## config.mk

```make
export PLATFORM = sky130hd
export DESIGN_NAME = eirq_ctrl
export DESIGN_NICKNAME = d
export VERILOG_FILES = /design/src/rtl/eirq_pkg.sv /design/src/rtl/eirq_gateway.sv /design/src/rtl/eirq_ctrl.sv
export SDC_FILE = /design/constraint.sdc
export NUM_CORES = 1
export LEC_CHECK = 0
export CAP_MARGIN = 20
export CELL_PAD_IN_SITES_DETAIL_PLACEMENT = 0
export CELL_PAD_IN_SITES_GLOBAL_PLACEMENT = 1
export CORE_UTILIZATION = 38
export DETAILED_ROUTE_END_ITERATION = 10
export PLACE_DENSITY_LB_ADDON = 0.1
export SYNTH_ARGS = -nofsm -noshare
export SYNTH_HDL_FRONTEND = slang
export SYNTH_HIERARCHICAL = 1
export SYNTH_SLANG_ARGS = --single-unit
```

## constraint.sdc

```tcl
create_clock -name clk -period 10 [get_ports clk]
set_input_delay 2 -clock clk [delete_from_list [all_inputs] [get_ports clk]]
set_output_delay 2 -clock clk [all_outputs]
set_load 0.005 [all_outputs]
```

## src/rtl/eirq_pkg.sv

```systemverilog
// rtl/eirq_pkg.sv - Register offsets, decode selector and byte-mask helper for eirq_ctrl.
package eirq_pkg;

  localparam logic [7:0] EIRQ_PENDING   = 8'h00;
  localparam logic [7:0] EIRQ_ENABLE    = 8'h04;
  localparam logic [7:0] EIRQ_THRESH    = 8'h08;
  localparam logic [7:0] EIRQ_CLAIM     = 8'h0C;
  localparam logic [7:0] EIRQ_TRIG      = 8'h10;
  localparam logic [7:0] EIRQ_PRIO_BASE = 8'h40;

  localparam int EIRQ_ID_W           = 5;
  localparam int EIRQ_PRIO_BASE_WORD = int'(EIRQ_PRIO_BASE[7:2]);

  typedef enum logic [2:0] {
    REG_PENDING,
    REG_ENABLE,
    REG_THRESH,
    REG_CLAIM,
    REG_TRIG,
    REG_PRIO,
    REG_NONE
  } reg_sel_e;

  function automatic logic [31:0] wem_merge(input logic [31:0] old_v,
                                            input logic [31:0] new_v,
                                            input logic [3:0]  wem);
    logic [31:0] res;
    for (int b = 0; b < 4; b++) begin
      res[8*b +: 8] = wem[b] ? new_v[8*b +: 8] : old_v[8*b +: 8];
    end
    return res;
  endfunction

endpackage

```

## src/rtl/eirq_gateway.sv

```systemverilog
// rtl/eirq_gateway.sv - Per-source pending/in-service tracking with level or edge capture.
// Edge capture flops exist only when EIRQ_EDGE_EN is defined.
module eirq_gateway (
  input  logic clk,
  input  logic rst,
  input  logic src,
  input  logic edge_mode,
  input  logic claim,
  input  logic complete,
  output logic pending,
  output logic in_service
);

  logic edge_set;
  logic level_set;

`ifdef EIRQ_EDGE_EN
  logic src_q;

  always_ff @(posedge clk or posedge rst) begin
    if (rst) src_q <= 1'b0;
    else     src_q <= src;
  end

  assign edge_set = src & ~src_q;
`else
  assign edge_set = 1'b0;
`endif

  assign level_set = src & ~in_service;

  // Edge set beats a same-cycle claim; a level claim wins so the source waits for complete.
  always_ff @(posedge clk or posedge rst) begin
    if (rst) begin
      pending    <= 1'b0;
      in_service <= 1'b0;
    end else begin
      if (edge_mode & edge_set)       pending <= 1'b1;
      else if (claim)                 pending <= 1'b0;
      else if (~edge_mode & level_set) pending <= 1'b1;

      if (claim)         in_service <= 1'b1;
      else if (complete) in_service <= 1'b0;
    end
  end

endmodule

```

## src/rtl/eirq_ctrl.sv

```systemverilog
// rtl/eirq_ctrl.sv - External interrupt controller: register port, arbitration, core request.
// Edge-triggered sources and the TRIG register are built when EIRQ_EDGE_EN is defined.
module eirq_ctrl
  import eirq_pkg::*;
#(
  parameter int SRC_NUM = 8,
  parameter int PRIO_W  = 3
) (
  input  logic               clk,
  input  logic               rst,
  input  logic [SRC_NUM-1:0] irq_src_i,
  output logic               ex_trap_o,
  input  logic [31:0]        cmd_addr,
  input  logic [31:0]        cmd_wdata,
  input  logic               cmd_we,
  input  logic [3:0]         cmd_wem,
  input  logic               cmd_valid,
  output logic               cmd_ready,
  output logic [31:0]        rsp_rdata,
  output logic               rsp_valid,
  input  logic               rsp_ready,
  output logic               rsp_error
);

  logic [SRC_NUM-1:0]   enable_q;
  logic [SRC_NUM-1:0]   pending;
  logic [SRC_NUM-1:0]   in_service;
  logic [SRC_NUM-1:0]   claim_vec;
  logic [SRC_NUM-1:0]   complete_vec;
  logic [SRC_NUM-1:0]   edge_mode;
  logic [PRIO_W-1:0]    thresh_q;
  logic [PRIO_W-1:0]    prio_q [SRC_NUM];
  logic [EIRQ_ID_W-1:0] win_id_q;
  logic [EIRQ_ID_W-1:0] best_id;
  logic [EIRQ_ID_W-1:0] prio_idx;
  logic [PRIO_W-1:0]    best_prio;
  logic                 any_cand;
  reg_sel_e             sel;
  logic [5:0]           word;
  logic                 accept;
  logic                 wr_en;
  logic [31:0]          rd_data;
  logic [31:0]          wr_merged;
  logic                 rd_err;
  logic                 unused_bits;

  assign word      = cmd_addr[7:2];
  assign cmd_ready = ~rsp_valid;
  assign accept    = cmd_valid & ~rsp_valid;
  assign wr_en     = accept & cmd_we;

  always_comb begin
    sel      = REG_NONE;
    prio_idx = '0;
    if (word == EIRQ_PENDING[7:2])      sel = REG_PENDING;
    else if (word == EIRQ_ENABLE[7:2])  sel = REG_ENABLE;
    else if (word == EIRQ_THRESH[7:2])  sel = REG_THRESH;
    else if (word == EIRQ_CLAIM[7:2])   sel = REG_CLAIM;
    else if (word == EIRQ_TRIG[7:2])    sel = REG_TRIG;
    else if (int'(word) >= EIRQ_PRIO_BASE_WORD &&
             int'(word) <  EIRQ_PRIO_BASE_WORD + SRC_NUM) begin
      sel      = REG_PRIO;
      prio_idx = EIRQ_ID_W'(int'(word) - EIRQ_PRIO_BASE_WORD);
    end
  end

  always_comb begin
    rd_data = '0;
    rd_err  = 1'b0;
    case (sel)
      REG_PENDING: rd_data[SRC_NUM-1:0]   = pending;
      REG_ENABLE:  rd_data[SRC_NUM-1:0]   = enable_q;
      REG_THRESH:  rd_data[PRIO_W-1:0]    = thresh_q;
      REG_CLAIM:   rd_data[EIRQ_ID_W-1:0] = win_id_q;
      REG_TRIG: begin
`ifdef EIRQ_EDGE_EN
        rd_data[SRC_NUM-1:0] = edge_mode;
`endif
      end
      REG_PRIO: begin
        for (int i = 0; i < SRC_NUM; i++) begin
          if (prio_idx == EIRQ_ID_W'(i)) rd_data[PRIO_W-1:0] = prio_q[i];
        end
      end
      default: rd_err = 1'b1;
    endcase
  end

  // Current register value doubles as the merge base for byte-masked writes.
  assign wr_merged   = wem_merge(rd_data, cmd_wdata, cmd_wem);
  assign unused_bits = ^{cmd_addr[31:8], cmd_addr[1:0], wr_merged};

  always_ff @(posedge clk or posedge rst) begin
    if (rst) begin
      enable_q <= '0;
      thresh_q <= '0;
      for (int i = 0; i < SRC_NUM; i++) prio_q[i] <= '0;
    end else if (wr_en) begin
      if (sel == REG_ENABLE) enable_q <= wr_merged[SRC_NUM-1:0];
      if (sel == REG_THRESH) thresh_q <= wr_merged[PRIO_W-1:0];
      for (int i = 0; i < SRC_NUM; i++) begin
        if (sel == REG_PRIO && prio_idx == EIRQ_ID_W'(i)) prio_q[i] <= wr_merged[PRIO_W-1:0];
      end
    end
  end

`ifdef EIRQ_EDGE_EN
  logic [SRC_NUM-1:0] trig_q;

  always_ff @(posedge clk or posedge rst) begin
    if (rst)                              trig_q <= '0;
    else if (wr_en && sel == REG_TRIG)    trig_q <= wr_merged[SRC_NUM-1:0];
  end

  assign edge_mode = trig_q;
`else
  assign edge_mode = '0;
`endif

  for (genvar g = 0; g < SRC_NUM; g++) begin : g_src
    assign claim_vec[g]    = accept & ~cmd_we & (sel == REG_CLAIM) &
                             (win_id_q == EIRQ_ID_W'(g + 1));
    assign complete_vec[g] = wr_en & (sel == REG_CLAIM) &
                             (cmd_wdata[EIRQ_ID_W-1:0] == EIRQ_ID_W'(g + 1));

    eirq_gateway u_gw (
      .clk        (clk),
      .rst        (rst),
      .src        (irq_src_i[g]),
      .edge_mode  (edge_mode[g]),
      .claim      (claim_vec[g]),
      .complete   (complete_vec[g]),
      .pending    (pending[g]),
      .in_service (in_service[g])
    );
  end

  // Strict compare keeps the lowest ID on equal priority.
  always_comb begin
    best_id   = '0;
    best_prio = '0;
    any_cand  = 1'b0;
    for (int i = 0; i < SRC_NUM; i++) begin
      if (pending[i] && enable_q[i] && !in_service[i] && prio_q[i] > thresh_q) begin
        any_cand = 1'b1;
        if (prio_q[i] > best_prio) begin
          best_prio = prio_q[i];
          best_id   = EIRQ_ID_W'(i + 1);
        end
      end
    end
  end

  always_ff @(posedge clk or posedge rst) begin
    if (rst) begin
      win_id_q  <= '0;
      ex_trap_o <= 1'b0;
    end else begin
      win_id_q  <= best_id;
      ex_trap_o <= any_cand;
    end
  end

  always_ff @(posedge clk or posedge rst) begin
    if (rst) begin
      rsp_valid <= 1'b0;
      rsp_rdata <= '0;
      rsp_error <= 1'b0;
    end else if (accept) begin
      rsp_valid <= 1'b1;
      rsp_rdata <= cmd_we ? 32'h0 : rd_data;
      rsp_error <= rd_err;
    end else if (rsp_ready) begin
      rsp_valid <= 1'b0;
    end
  end

endmodule

```

== Word-level counts from Yosys, hierarchy flattened ==
Cells that the tools add are included.
Storage, ports and cells
  register bits after elaboration: 91
  input bits: 81
  output and inout port bits: 36
  word-level logic and storage cells: 291
Operators by class
  add/subtract/negate cells: 1
  $lt $le $gt $ge: 18
  eq/ne operators: 32
  muxes and demuxes: 98
  bitwise logic cells: 39
  reductions and logical operators: 72
Operator list (count)
  2-to-1 mux 5 bit: 20
  2-to-1 mux 3 bit: 26
  equality test 5 x 3 -> 1 bit (second input constant): 12
  > comparator 3 bit: 15
  2-to-1 mux 1 bit: 45
  nonzero test 2 bit: 17
  logical AND 1 bit: 33
  equality test 5 x 2 -> 1 bit (second input constant): 6
  bitwise AND 1 bit: 29
  AND reduction 2 bit: 10
  2-to-1 mux 8 bit: 2
  equality test 5 x 1 -> 1 bit (second input constant): 3
  one-hot mux 3 bit (5 select lines): 1
  equality test 6 x 2 -> 1 bit (second input constant): 2
  equality test 5 x 4 -> 1 bit (second input constant): 2
  inverter 1 bit: 10
  zero test 1 bit: 8
  equality test 3 x 2 -> 1 bit (second input constant): 2
  equality test 3 bit (second input constant): 2
  equality test 6 x 1 -> 1 bit (second input constant): 1
  equality test 6 x 3 -> 1 bit (second input constant): 1
  greater-or-equal comparator 6 x 5 -> 1 bit (second input constant): 1
  zero test 6 bit: 1
  < comparator 6 x 5 -> 1 bit (second input constant): 1
  9 further kinds: 10

== Depth between registers and ports, before layout ==
  depth after elaboration: 25
  mapped depth: 49
  gate-level depth less buffers: 49

== Cells and area by module ==
Netlist, hierarchy kept.
Modules (own cells, without submodules)
  eirq_ctrl: instances 1, cells each 539, area an instance 4377.9 um2, seq. area each 1251.2 um2
  eirq_gateway: instances 8, cells each 8, area an instance 83.8 um2, seq. area each 50.0 um2

== Least setup slack after synthesis ==
Ideal clock, no wire load.
  path type: flip-flop to flip-flop
  from: register thresh_q[2]
  to: register win_id_q[0]
  setup time: 0.144 ns
  data arrival time: 8.927 ns
  data required time: 9.856 ns
  path slack: 0.928 ns
  stages on the path, launching flop included: 48
  path buffers: 0
  period minus slack after synthesis: 9.072 ns
  cells stage by stage: dfrtp_1 -> inv_1 -> ha_1 -> nand3_1 -> nand4b_1 -> nor2_1 -> nand2_1 -> ha_1 -> a21oi_1 -> a32oi_1 -> nand3_1 -> mux2i_1 -> ha_1 -> nor2b_1 -> o21a_1 -> o2111ai_1 -> nor2_1 -> or2_2 -> [12 not listed] -> nor2_1 -> ha_1 -> nand3b_1 -> nand2_1 -> nand4_1 -> nand3_1 -> o22ai_1 -> ha_1 -> nor2b_1 -> o21a_1 -> o2111a_1 -> a21oi_1 -> o22ai_1 -> ha_1 -> a21o_1 -> a21oi_1 -> a311oi_1 -> a311oi_1
Between the ends
  word-level cells in the longest chain between the ends: 24
  elaborated cells on any way between the ends: 51
  classes of those cells: order compare (15); mux (28); reduce/logical (8)
RTL lines
  from (decl): line eirq_ctrl.sv:31  | logic [PRIO_W-1:0] thresh_q;
  from (signal assigned): line eirq_ctrl.sv:100  | if (sel == REG_THRESH) thresh_q <= wr_merged[PRIO_W-1:0];
  > comparator 3 bit: line eirq_ctrl.sv:144  | if (pending[i] && enable_q[i] && !in_service[i] && prio_q[i] > thresh_q) begin
  logical AND 1 bit: line eirq_ctrl.sv:144
  2-to-1 mux 3 bit: line eirq_ctrl.sv:144
  > comparator 3 bit: line eirq_ctrl.sv:146  | if (prio_q[i] > best_prio) begin
  2-to-1 mux 3 bit: line eirq_ctrl.sv:146
  2-to-1 mux 3 bit: line eirq_ctrl.sv:144
  > comparator 3 bit: line eirq_ctrl.sv:146
  2-to-1 mux 3 bit: line eirq_ctrl.sv:146
  [9 not listed]
  2-to-1 mux 3 bit: line eirq_ctrl.sv:144
  > comparator 3 bit: line eirq_ctrl.sv:146
  2-to-1 mux 3 bit: line eirq_ctrl.sv:146
  2-to-1 mux 3 bit: line eirq_ctrl.sv:144
  > comparator 3 bit: line eirq_ctrl.sv:146
  2-to-1 mux 5 bit: line eirq_ctrl.sv:146
  2-to-1 mux 5 bit (*): line eirq_ctrl.sv:144
  via best_id[0]: line eirq_ctrl.sv:34  | logic [EIRQ_ID_W-1:0] best_id;
  to (signal assigned): line eirq_ctrl.sv:159  | win_id_q <= best_id;
  to (decl): line eirq_ctrl.sv:33  | logic [EIRQ_ID_W-1:0] win_id_q;
Mark *: on every way through the listed nets, which the timed path passes. The rest lies on a longest branch.
A chain may end at the register's enable or synchronous reset.

== Worst setup path after layout ==
  from: register thresh_q[1]
  to: register win_id_q[1]
The elaborated chain is that of the path after synthesis.

==> flow_summary.toml <==
[synthesis]
synth_top_area_share = 0.327
yosys.area.top_type = "dfrtp_1"
yosys-top-cells-count = "nand2_1 (84), dfrtp_1 (66), ha_1 (45), nor2_1 (44), inv_1 (42)"
netlist_area_sq_mm = 0.00505
ys_top_cells_by_area = "dfrtp_1 (33%), ha_1 (11%), nand2_1 (6.2%)"
yosysWarnings = 6
synthDistinctLibCells = 58
syn_inst = 603
seq_area_frac_synth = 0.327
ys_ff_latch = 66
yosysMostFrequentCell = "nand2_1"
synth_edf_count = 0
synth-main-ff-cell = "dfrtp_1"
async_reset_ff_frac = 1.00
avgSynthCellArea_sq_um = 8.37

[cells_and_area]
utilization = 0.494
areaGrowthSynthToFinish_pct = 24.9
n_antenna_cell = 0
drive_above_1_share = 0.153
fill_cells = 1223
nets = 812
fin_area_sq_mm = 0.00631

[critical_path]
cp_slowest_cell = "dfrtp_1"
r2r-end = "win_id_q[1]"
endpoint_kind = "flip-flop"
r2r_slack_ps = 480
critical-path-max-stage-delay_ps = 370
criticalPathCategory = "reg2reg"
worstPathMaxFanout = 4
r2r_cells = 49
crit_path_frequent_cell = "ha_1"
arrival_ps = 9740
start_kind = "flip-flop"
r2r_start = "thresh_q[1]"
required_ps = 10220

[timing]
fin_tns_setup_ps = 0
finalSetupViolations = 0
worstMarginPinSlew_ps = 957
whs_ps = 483
finalCriticalPeriod_ps = 9520
fmax_mhz = 105
fin_crit_sh = 0.952
finClkSkew_ps = 10.3
slew-limit-headroom = 0.360
hold_viol = 0
slew_violations = 0

[job]
cap_violations = 0

[cts]
root_buffer = "clkbuf_16"
hold_buffers = 0
h-tree-depth = 3
clk_latency_ps = 330
cts_tree = "done"
clockBufferDepth = 2
numCtsBuffers = 9
cts.sinks = 66
path_clk_slew_ps = 60

[floorplan]
die_y_microns = 117
dieArea_sq_mm = 0.0138
initial_core_util = 0.395
pin_count = 117
coreArea_sq_mm = 0.0128
std_cell_rows = 41
dieWidth_microns = 117

[global_route]
grt_pass1_vias = 4518
grt_pass1_wl_microns = 24600
grt_max_degree = 51
antenna_found_initial = 0
grt_use_total = 0.244
overflow = 0

[route]
first_pass_iters = 6
drc = 0
wirelength_microns = 15700
vias = 4728
drtAntennaViolNets = 0
drt_iter0_drc = 279
wl_per_cell_microns = 18.2
via_per_inst = 5.48

[placed_design]
place.gp.congestion = 0.920
io_buffers = 39
dpl.hpwl_microns = 12200
placed_area_sq_mm = 0.00576

[power]
leakage_nw = 2.77
ir_drop_uv = 69.1
power.density_mw_per_mm2 = 121

[worst_hold_path]
hp-class = "reg2reg"
hold_depth = 2
min_to = "prio_q[0]"
min_from = "prio_q[0]"

[status]
outcome = "finished clean"
## through the flow
stage	worst slack, ps	power (mW)	std cells
floorplan	928	0.374	634
global placement	121	0.414	838
detailed placement	-5.18	0.417	838
CTS	1.40	0.762	854
global route	-63.5	0.802	863
finish	476	0.766	863
## routing by layer
layer	GRT usage	up-vias	part of all wire
li1	-	2304	-
met1	0.335	2255	0.47
met2	0.391	147	0.47
met3	0.0376	22	0.045
met4	0.0793	0	0.018
met5	0	-	0
## critical path, delay by kind of cell (launching register included)
family          cells  cell delay, ps
buf+inv             6             840
compound gates     15            2740
flops               1             370
fa+ha+maj           8            2190
mux                 2             640
simple gates       18            2600
## power by group
| group | leakage [nW] | switching (mW) | internal [mW] |
|---|---|---|---|
| Combinational | 1.75 | 0.0776 | 0.0563 |
| Clock | 0.156 | 0.121 | 0.224 |
| Sequential | 0.871 | 0.0113 | 0.276 |
## layout by cell type, fill, tap and decap left out, types with 5 or more instances in the layout
master and instances:
nor3_1 8, a21o_2 8, o31ai_1 11, clkdlybuf4s50_1 39, nand3_1 26, o21ai_0 36, o21ai_1 11, nor2_1 43
and3_1 7, buf_4 37, or3b_1 9, o21a_1 6, a21oi_1 30, a21o_1 7, nor2b_1 7, ha_1 40
a31oi_1 8, inv_1 41, and2_1 5, conb_1 32, nand2b_1 9, o211ai_1 5, clkbuf_16 9, nand2_1 83
nand3b_1 12, mux2_2 8, dfrtp_1 66
## repair_timing
item / in CTS / in global routing
buffers inserted: 0 / 8
setup endpoints to repair: 2 / 4
gates resized for setup: 2 / 30
gates cloned: 0 / 0
pin swaps: 0 / 14
## registers in the layout (all words and copies together) (netlist names)
register / flops
prio_q: 24
enable_q: 8
g_src.u_gw/in_service: 8
g_src.u_gw/pending: 8
rsp_rdata: 8
win_id_q: 4
thresh_q: 3
ex_trap_o: 1
rsp_error: 1
rsp_valid: 1
## worst max path at each step
stage                            from     endpoint  cells past startpoint
after floorplan           thresh_q[2]  win_id_q[0]                     47
after CTS                 thresh_q[2]  win_id_q[1]                     49
after global placement    thresh_q[2]  win_id_q[1]                     48
after global routing      thresh_q[1]  win_id_q[1]                     52
after detailed placement  thresh_q[2]  win_id_q[1]                     48
final                     thresh_q[1]  win_id_q[1]                     49
## logic make-up after synthesis
group / after synthesis / share of synthesized area
AND/OR/NAND/NOR: 236 / 0.233
flip-flops: 66 / 0.327
multiplexers: 15 / 0.0392
AO/OA/AOI/OAI: 161 / 0.210
adder cells (fa/ha/maj): 45 / 0.112
other: 1 / 0.000743
buffers and inverters: 79 / 0.0776
## area by class of cell
| cell class | count | area (sq um) | share of cell area |
|---|---|---|---|
| Multi-Input combinational cell | 489 | 3280 | 0.520 |
| Sequential cell | 66 | 1650 | 0.262 |
| Clock buffer | 11 | 243 | 0.0385 |
| Clock inverter | 5 | 77.6 | 0.0123 |
| Inverter | 42 | 158 | 0.0250 |
| Timing Repair Buffer | 78 | 684 | 0.109 |
| Tap cell | 172 | 215 | 0.0341 |
No activity file was read; power rests on OpenSTA's default activity.
==> variant 1 (same settings) <==
Register the output `rsp_error` once more, without a reset; this adds one clock of latency there. The other outputs are not delayed to match.
--- a/src/rtl/eirq_ctrl.sv
+++ b/src/rtl/eirq_ctrl.sv
@@ -22,4 +22,6 @@
   output logic               rsp_error
 );
+
+  logic rsp_error_s0;
 
   logic [SRC_NUM-1:0]   enable_q;
@@ -166,9 +168,9 @@
       rsp_valid <= 1'b0;
       rsp_rdata <= '0;
-      rsp_error <= 1'b0;
+      rsp_error_s0 <= 1'b0;
     end else if (accept) begin
       rsp_valid <= 1'b1;
       rsp_rdata <= cmd_we ? 32'h0 : rd_data;
-      rsp_error <= rd_err;
+      rsp_error_s0 <= rd_err;
     end else if (rsp_ready) begin
       rsp_valid <= 1'b0;
@@ -176,4 +178,8 @@
   end
 
+  always_ff @(posedge clk) begin
+    rsp_error <= rsp_error_s0;
+  end
+
 endmodule
 
Function: changed (Yosys sat finds a counterexample within 4 cycles, from zero or initial values and one cycle with rst high).
==> variant 1 against the original RTL <==
- synthesized cell count is 5.5% lower
- design area is 3.2% higher
- total power is 9.7% higher
- worst setup slack worse by 180 ps
- area after synthesis is 1.6% higher
- sequential cell count is 1 higher
- wire length is 2.1% lower
- critical path type unchanged
- largest cell class unchanged
==> variant 1: results <==
group,metric,value,unit
final_layout,layout-drive-gt1-share,19.7,%
final_layout,layout.cells.non_filler,847,
global_route,grt_first_pass_wirelength,24400,µm
detailed_routing,via_per_inst,5.43,
power_and_ir_drop,power.switching,0.242,mW
logic_synthesis,synthCells,570,
final_layout,final_nets,792,
detailed_routing,wl,15400,µm
detailed_routing,drt_iter0_drc,246,
power_and_ir_drop,cellLeakagePower,3.01,nW
logic_synthesis,synth_cell_types,61,
power_and_ir_drop,power.internal,0.599,mW
placed_design,dp.cells,825,
final_layout,fin_area,0.00651,mm²
run_status,status,"complete, no violations",
global_route,track_usage,23.0,%
final_layout,fillCellCount,1290,
placed_design,placed_area,0.00596,mm²
power_and_ir_drop,seq_power,0.304,mW
logic_synthesis,synthTopCellsByCount,"dfrtp_1 (66), nand2_1 (48), inv_1 (46)",
logic_synthesis,synthArstFlopShare,98.5,%
placed_design,dp_hpwl,11700,µm
logic_synthesis,synthTopCellsByArea,"dfrtp_1 (32%), ha_1 (11%), mux2_2 (4.2%)",
hold_path,hp-start,"rsp_error_s0",
critical_path,cp.arrival,9930,ps
placed_design,place_ws,-546,ps
power_and_ir_drop,powerComb,0.211,mW
critical_path,slowest_delay,390,ps
timing,skew,6.48,ps
placed_design,gp_congestion,0.865,
global_route,grt_pass1_vias,4476,
critical_path,crit_fanout,6,
[variant 1: cell types whose count changed in the layout (fill, tap and decap cells not counted), sizes merged, moves of 6 or more]
cell   unedited run  this run
o31ai            11         0
mux2              8        22
buf              39        54
nand2            84        48
o21ai            48        20
nand3            29        23
[variant 1: final cells by class]
| cell class | instances | area share (%) |
|---|---|---|
| Clock buffer | 15 | 4.27 |
| Tap cell | 176 | 3.38 |
| Timing Repair Buffer | 93 | 12.5 |
| Sequential cell | 67 | 25.7 |
| Multi-Input combinational cell | 449 | 51.1 |
| Clock inverter | 1 | 0.461 |
| Inverter | 46 | 2.65 |
[variant 1: logic make-up after synthesis]
kind of cell / synth area share [%]
compound gates: 18.8
fa+ha+maj: 11.0
buf+inv: 8.32
flops: 32.6
mux: 8.17
other cells: 0.0731
simple gates: 21.0
[variant 1: layer usage]
| metal | track usage (%) | share of wire [%] | wire (µm) |
|---|---|---|---|
| met2 | 38.7 | 48 | 7450 |
| met5 | 0 | 0 | 0 |
| met1 | 30.5 | 47 | 7180 |
| met4 | 7.53 | 1.9 | 298 |
| met3 | 2.80 | 3.0 | 463 |
[variant 1: final timing paths]
kind / endpoint / slack [ps] / depth (start not counted)
setup reg to reg: win_id_q[0] / 300 / 53
max in group asynchronous: rsp_rdata[3] / 7070 / 3
setup / recovery: win_id_q[0] / 300 / 53
hold / removal: rsp_error / 370 / 0
hold reg to reg: rsp_error / 370 / 0
min in group asynchronous: g_src[6].u_gw/in_service / 2130 / 2
[variant 1: repair_timing]
| action | CTS | global route |
|---|---|---|
| buffers inserted | 3 | 5 |
| pin swaps | 2 | 17 |
| gates resized for setup | 8 | 24 |
| endpoints found under the hold margin | 0 | 0 |
| setup endpoints to repair | 4 | 4 |
==> variant 2 (same settings) <==
Without the edit above. Build with the macro `EIRQ_EDGE_EN` defined.
--- a/src/rtl/eirq_gateway.sv
+++ b/src/rtl/eirq_gateway.sv
@@ -1,4 +1,6 @@
 // rtl/eirq_gateway.sv - Per-source pending/in-service tracking with level or edge capture.
 // Edge capture flops exist only when EIRQ_EDGE_EN is defined.
+`define EIRQ_EDGE_EN
+
 module eirq_gateway (
   input  logic clk,
Function: changed (Yosys sat finds a counterexample within 4 cycles, from zero or initial values and one cycle with rst high).
==> variant 2 against the original RTL <==
- sequential cell count up 16
- wire length increased by 15%
- worst setup slack improved by 34 ps
- critical path depth rose by 3
- total power up 13%
- clock power is 10% lower
- design area grew 16%
- via count grew 9.0%
- area after synthesis rose by 17%
- combinational power grew 49%
- die area rose by 17%
- fmax up 0.36%
- critical path type unchanged
- largest cell class unchanged
==> variant 2: results <==
group,metric,value,unit
placed_design,gp_congestion,0.881,
critical_path,r2r_slack,510,ps
detailed_routing,first_pass_iters,4,
final_layout,final_nets,856,
hold_path,hp-class,"flip-flop to flip-flop",
detailed_routing,wl_per_cell,19.7,µm
critical_path,crit_fanout,5,
run_status,status,"complete, no violations",
global_route,grt_max_degree,57,
logic_synthesis,synthTopCellsByArea,"dfrtp_1 (35%), ha_1 (9.5%), nand2_1 (4.8%)",
critical_path,cp.arrival,9770,ps
critical_path,critical_path.endpoint,"win_id_q[0]",
critical_path,reg2reg_depth,52,
clock_tree,cts_buffers,9,
logic_synthesis,synthTopCellsByCount,"dfrtp_1 (82), nand2_1 (76), ha_1 (45)",
clock_tree,clock_latency,340,ps
clock_tree,cts-root-buf,"clkbuf_16",
global_route,track_usage,23.6,%
final_layout,layout.cells.non_filler,920,
placed_design,placed_area,0.00671,mm²
logic_synthesis,synth_cell_types,64,
logic_synthesis,ys_seq_area_share,34.8,%
global_route,grt_first_pass_wirelength,28700,µm
timing,tightest_slew,1060,ps
placed_design,place_ws,-370,ps
critical_path,cpMostUsedCell,"ha_4",
hold_path,min_to,"rsp_error",
placed_design,dp.cells,894,
power_and_ir_drop,ir_drop,0.0000680,V
detailed_routing,drt_iter0_drc,261,
power_and_ir_drop,cellLeakagePower,3.23,nW
timing,skew,7.39,ps
hold_path,hp-start,"rsp_error",
logic_synthesis,postSynthAreaPerCell,9.32,µm²
placed_design,dp_hpwl,13400,µm
detailed_routing,via_count,5155,
hold_path,hold_path_depth,2,
clock_tree,clkTransAtPathRegs,60,ps
final_layout,layout-drive-gt1-share,22.0,%
timing,finalCritPeriodShare,94.9,%
timing,whs,497,ps
## variant 2: cell count changes in the layout (fill, tap and decap cells not counted), moves of 9 or more
cell      change
buf_4        +29
nand2b_1      +9
o21ai_0      -16
o21ai_1       -9
a21oi_1      -11
dfrtp_1      +16
mux2_2       +17
inv_1        -10
or3b_1        -9
## variant 2: routing by layer
| layer | routed length (µm) | track usage, % |
|---|---|---|
| met4 | 516 | 9.71 |
| met2 | 8810 | 39.5 |
| met5 | 0 | 0 |
| met3 | 646 | 2.83 |
| met1 | 8190 | 31.1 |
## variant 2: repair_timing
item	in CTS	in global routing
buffers inserted	0	13
pin swaps	0	23
endpoints found under the setup margin	4	4
gates resized for setup	4	31
hold buffers	0	0
## variant 2: cells by family after synthesis
kind of cell             synth area share [%]
AND/OR/NAND/NOR                          22.8
AO/OA/AOI/OAI                            17.5
flip-flops                               34.8
buffers and inverters                    7.40
adder cells (fa/ha/maj)                  9.55
multiplexers                             7.91
other                                  0.0636
## variant 2: worst max-delay path, delay by kind of cell, from the launching register on
kind | cells | cell delay (ps)
flops | 1 | 380
simple gates | 19 | 2580
fa+ha+maj | 8 | 2090
compound gates | 18 | 3250
buf+inv | 6 | 830
mux | 1 | 290
## variant 2: power by group
part / leakage, nW / total [mW] / switching (mW) / internal, mW
sequential: 1.06 / 0.360 / 0.0146 / 0.345
clock: 0.126 / 0.310 / 0.132 / 0.178
combinational: 2.04 / 0.199 / 0.108 / 0.0907
## variant 2: area by class of cell
type / instances / area (µm²)
Tap cell: 188 / 235
Inverter: 34 / 128
Multi-Input combinational cell: 497 / 3710
Clock inverter: 2 / 15.0
Timing Repair Buffer: 106 / 897
Clock buffer: 11 / 253
Sequential cell: 82 / 2050
Fill cell: 1461 / 7920
